## src/rtl/fsm_counter_cmd_seq.sv

```systemverilog
// rtl/fsm_counter_cmd_seq.sv - command FIFO and launch/wait sequencer for the FSM counter stage
module fsm_counter_cmd_seq #(
    parameter int DEPTH       = 4,
    parameter int AW          = 2,
    parameter int TIMEOUT_CYC = 200
) (
    input  logic          clk,
    input  logic          reset_n,
    input  logic          i_cmd_valid,
    input  logic [6:0]    i_cmd_num,
    output logic          o_cmd_ready,
    output logic          o_zero_drop,
    output logic          o_run,
    output logic [6:0]    o_num_cnt,
    input  logic          i_idle,
    input  logic          i_done,
    output logic [AW:0]   o_level,
    output logic          o_busy,
    output logic [7:0]    o_done_cnt,
    output logic          o_err,
    input  logic          i_err_clr
);

    typedef enum logic [1:0] {S_IDLE, S_ISSUE, S_WAIT} state_e;

    state_e          state_q, state_d;
    logic [6:0]      mem_q [DEPTH];
    logic [AW-1:0]   wr_ptr_q, rd_ptr_q;
    logic [AW:0]     level_q, level_d;
    logic [7:0]      timer_q, timer_d;
    logic [7:0]      done_cnt_q, done_cnt_d;
    logic            err_q, err_d;
    logic            zero_drop_q;
    logic            full, pop, push, push_wr, timeout;

    assign full    = (level_q == (AW+1)'(DEPTH));
    assign pop     = (state_q == S_ISSUE);
    // The pop is known from registered state, so a full FIFO still accepts on the issuing edge.
    assign o_cmd_ready = !full || pop;
    assign push    = i_cmd_valid && o_cmd_ready;
    assign push_wr = push && (i_cmd_num != 7'd0);
    assign timeout = (state_q == S_WAIT) && !i_done && (timer_q == 8'(TIMEOUT_CYC - 1));

    always_comb begin
        level_d = level_q;
        case ({push_wr, pop})
            2'b10:   level_d = level_q + 1'b1;
            2'b01:   level_d = level_q - 1'b1;
            default: level_d = level_q;
        endcase
    end

    always_comb begin
        state_d    = state_q;
        timer_d    = timer_q;
        done_cnt_d = done_cnt_q;
        err_d      = err_q;
        case (state_q)
            S_IDLE: begin
                if (level_q != '0 && i_idle && !err_q) state_d = S_ISSUE;
            end
            S_ISSUE: begin
                state_d = S_WAIT;
                timer_d = 8'd0;
            end
            S_WAIT: begin
                timer_d = timer_q + 8'd1;
                if (i_done) begin
                    done_cnt_d = done_cnt_q + 8'd1;
                    state_d    = S_IDLE;
                end else if (timeout) begin
                    state_d = S_IDLE;
                end
            end
            default: state_d = S_IDLE;
        endcase
        if (i_err_clr)    err_d = 1'b0;
        else if (timeout) err_d = 1'b1;
    end

    always_ff @(posedge clk or negedge reset_n) begin
        if (!reset_n) begin
            state_q     <= S_IDLE;
            wr_ptr_q    <= '0;
            rd_ptr_q    <= '0;
            level_q     <= '0;
            timer_q     <= 8'd0;
            done_cnt_q  <= 8'd0;
            err_q       <= 1'b0;
            zero_drop_q <= 1'b0;
        end else begin
            state_q     <= state_d;
            level_q     <= level_d;
            timer_q     <= timer_d;
            done_cnt_q  <= done_cnt_d;
            err_q       <= err_d;
            zero_drop_q <= push && (i_cmd_num == 7'd0);
            if (push_wr) wr_ptr_q <= wr_ptr_q + 1'b1;
            if (pop)     rd_ptr_q <= rd_ptr_q + 1'b1;
        end
    end

    always_ff @(posedge clk) begin
        if (push_wr) mem_q[wr_ptr_q] <= i_cmd_num;
    end

    assign o_run       = (state_q == S_ISSUE);
    assign o_num_cnt   = o_run ? mem_q[rd_ptr_q] : 7'd0;
    assign o_level     = level_q;
    assign o_busy      = (state_q != S_IDLE) || (level_q != '0);
    assign o_done_cnt  = done_cnt_q;
    assign o_err       = err_q;
    assign o_zero_drop = zero_drop_q;

endmodule

```

## config.mk

```make
export PLATFORM = sky130hd
export DESIGN_NAME = fsm_counter_cmd_seq
export DESIGN_NICKNAME = d
export VERILOG_FILES = /design/src/rtl/fsm_counter_cmd_seq.sv
export SDC_FILE = /design/constraint.sdc
export NUM_CORES = 1
export LEC_CHECK = 0
export CORE_MARGIN = 2
export CORE_UTILIZATION = 58
export DETAILED_ROUTE_END_ITERATION = 8
export PLACE_DENSITY = 0.81
export SYNTH_ARGS = -nofsm -noshare
export SYNTH_HDL_FRONTEND = slang
export SYNTH_SLANG_ARGS = --single-unit
```

## constraint.sdc

```tcl
create_clock -name clk -period 3.7 [get_ports clk]
set_input_delay 0.37 -clock clk [delete_from_list [all_inputs] [get_ports clk]]
set_output_delay 0.37 -clock clk [all_outputs]
set_load 0.02 [all_outputs]
```

==> impl_metrics.toml <==
[cells_and_area]
area.growth.synth_to_final_pct = 20.7
final_nets = 243
design_area_sq_um = 3050
drive_gt1_frac = 0.142
final_core_utilization = 0.746
n_antenna_cell = 0
layout.cells.most_common = "sky130_fd_sc_hd__clkdlybuf4s50_1"
layout_common_cells = "sky130_fd_sc_hd__clkdlybuf4s50_1 (35), sky130_fd_sc_hd__edfxtp_1 (28), sky130_fd_sc_hd__dfrtp_1 (27)"

[global_route]
global_route.overflow_total = 0
pin_count_of_the_biggest_net_entering_global_routing = 28
grt_antenna_before_repair = 0
via_count_of_the_first_global_routing_pass = 1694
wire_length_of_the_first_global_routing_pass_um = 8110
grt_usage = 0.211

[power_and_ir_drop]
vdd_drop_max_uv = 380
total_power_mw = 2.27
power.density_cell_area_nw_per_um2 = 744
total_leakage_power_nw = 1.20

[sta]
tns_ns = 0
timing.final.crit_share = 0.737
hold_violations = 0
number_of_setup_violations_in_the_final_report = 0
skew_ns = 0.0107
worst_slew_margin_rel = 0.621
count_of_pins_over_their_slew_limit = 0
tightest_slew_ns = 0.569
rsz0062_at_grt = "false"
max_clock_freq_mhz = 367
finalCriticalPeriod_ns = 2.73

[synth]
mapped_area_sq_um = 2520
mapped_cells = 180
syn_nets = 206
part_of_the_yosys_area_used_for_sequential_elements = 0.601
ys_top_cells_by_area = "sky130_fd_sc_hd__edfxtp_1 (33%), sky130_fd_sc_hd__dfrtp_1 (27%), sky130_fd_sc_hd__mux4_2 (6.2%)"
syn-mean-instance-area_sq_um = 14.0
postSynthRegisterBits = 55
postSynth.asyncResetShare = 0.491
synth_flop_cell = "sky130_fd_sc_hd__edfxtp_1"
synthDominantAreaCellType = "sky130_fd_sc_hd__edfxtp_1"
synth_warnings = 0
yosys.area.top_type_share = 0.333
post_synth_edffs = 28
number_of_distinct_library_cells_after_synthesis = 35

[routing]
route.vias.total = 1528
via_per_inst = 5.70
drt_drc_violations_left = 0
initialDrtViolationCount = 96
firstDrtPassIters = 4
ant_nets = 0
wl_per_cell_um = 17.1
totalWireLength_um = 4590

[floorplanning]
num_rows = 23
die_area_sq_um = 4900
die_width_um = 70.0
num_io_pins = 36
die-height_um = 70.0
start_util = 0.618
design.core.area_sq_um = 4090

[clock_network]
tritoncts = "yes"
clk_path_buf_depth = 2
cts-root-buf = "sky130_fd_sc_hd__clkbuf_8"
cts_buffers = 5
clock_latency_at_the_later_pin_of_the_worst_skew_pair_ns = 0.30
postCtsResizedCells = 0
cts.reportedPaths.clkPinSlew_ns = 0.10
clock-sinks = 55
htree_num_levels = 2
post-cts-setup-buffers = 0
holdBufCountCts = 0

[worst_setup_path]
required_ns = 3.33
cpLargestDelayFamily = "flip-flops"
setup.worst_path.end_class = "output pin"
worst_path_largest_cell_delay_ns = 0.71
worst_case_register_to_register_setup_slack_ns = 0.99
cp_data_arrival_time_ns = 2.36
timing.critical_path.fanout_max = 9
timing.setup.critical_path_class = "reg2out"
cp-start-kind = "flop"
critical_path_cell_list = "mux4_2 -> and2_2 -> clkdlybuf4s50_1"
number_of_buffers_and_inverters_on_the_critical_path = 1
cp_slowest_cell = "sky130_fd_sc_hd__dfrtp_1"

[run]
maxCapViolations = 0

[place]
hpwlAfterDp_um = 3240
place.port_buffers = 35
postPlaceCellArea_sq_um = 2910
globalplace.congestion = 0.848

[hold_path]
worst_hold_check_path_type = "in2async"

[outcome]
outcome = "finished, final reports clean"
-- worst register-to-register path: stages (launching register included) --
cell                      delay (ns)
sky130_fd_sc_hd__dfrtp_1        0.37
sky130_fd_sc_hd__inv_1          0.10
sky130_fd_sc_hd__ha_1           0.35
sky130_fd_sc_hd__or4b_4         0.56
sky130_fd_sc_hd__nand2_4        0.10
sky130_fd_sc_hd__a21oi_4        0.05
sky130_fd_sc_hd__inv_1          0.08
sky130_fd_sc_hd__ha_1           0.17
sky130_fd_sc_hd__inv_1          0.06
sky130_fd_sc_hd__fa_1           0.38
sky130_fd_sc_hd__xor2_1         0.15
sky130_fd_sc_hd__nor2_1         0.11
sky130_fd_sc_hd__xor2_1         0.15
-- cell usage after synthesis (2+ instances only) --
library cell,n
sky130_fd_sc_hd__a22o_1,2
sky130_fd_sc_hd__and2_1,4
sky130_fd_sc_hd__and2_2,7
sky130_fd_sc_hd__and3_1,3
sky130_fd_sc_hd__buf_2,2
sky130_fd_sc_hd__clkbuf_1,2
sky130_fd_sc_hd__dfrtp_1,27
sky130_fd_sc_hd__edfxtp_1,28
sky130_fd_sc_hd__ha_1,12
sky130_fd_sc_hd__inv_1,13
sky130_fd_sc_hd__mux2_2,3
sky130_fd_sc_hd__mux2i_1,2
sky130_fd_sc_hd__mux4_2,7
sky130_fd_sc_hd__nand2_1,9
sky130_fd_sc_hd__nand3_1,10
sky130_fd_sc_hd__nand4_1,3
sky130_fd_sc_hd__nor2_1,6
sky130_fd_sc_hd__nor3_1,3
sky130_fd_sc_hd__o21ai_0,7
sky130_fd_sc_hd__o31ai_1,2
sky130_fd_sc_hd__xnor2_1,10
sky130_fd_sc_hd__xor2_1,5
-- cell type report --
class / instances / area [sq um]
flip-flops and latches: 55 / 1520
fillers: 270 / 1040
multi-input cells: 106 / 925
repair buffers: 36 / 358
clock buffers: 5 / 68.8
clock inverters: 3 / 67.6
well taps: 50 / 62.6
inverters: 13 / 48.8
-- stage by stage --
stage	worst slack [ns]	cells	hold slack [ns]
detailed placement	0.988	260	0.470
global placement	1.11	260	0.462
floorplan	1.02	180	0.0744
finish	0.975	268	0.427
global route	0.791	268	0.462
CTS	0.917	268	0.436
-- registers in the layout, summed over array words and instances (netlist names) --
| name | count |
|---|---|
| wr_ptr_q | 2 |
| o_err | 1 |
| o_level | 3 |
| mem_q | 28 |
| o_zero_drop | 1 |
| o_done_cnt | 8 |
| state_q | 2 |
| rd_ptr_q | 2 |
| timer_q | 8 |
-- layer usage --
metal	track usage	wire length (um)	up-vias
met5	0	0	-
met4	0.0513	89	0
met3	0.0577	188	15
met2	0.379	2470	37
met1	0.253	1850	765
li1	-	-	711
-- power by group --
group | switching, mW | total (mW) | internal (mW)
Clock | 0.185 | 0.455 | 0.270
Combinational | 0.445 | 0.883 | 0.438
Sequential | 0.134 | 0.929 | 0.795
-- worst paths after layout --
path | startpoint | to | cells past startpoint
hold reg to reg | o_done_cnt[7] | o_done_cnt[7] | 1
max in group asynchronous | reset_n | wr_ptr_q[1] | 2
hold / removal | reset_n | rd_ptr_q[1] | 2
setup reg to reg | state_q[1] | o_level[2] | 12
min in group clk | o_done_cnt[7] | o_done_cnt[7] | 1
setup / recovery | rd_ptr_q[0] | o_num_cnt[5] | 3
-- cells by family after synthesis --
family	count (synthesis)	share of synthesized area
xor gates and xnor gates	15	0.0521
DFF	55	0.601
and+or+nand+nor	51	0.119
muxes	13	0.0897
buffers and inverters	19	0.0327
adders and majority gates	13	0.0674
AOI/OAI and AO/OA	14	0.0377
No activity file was read; power rests on OpenSTA's default activity.
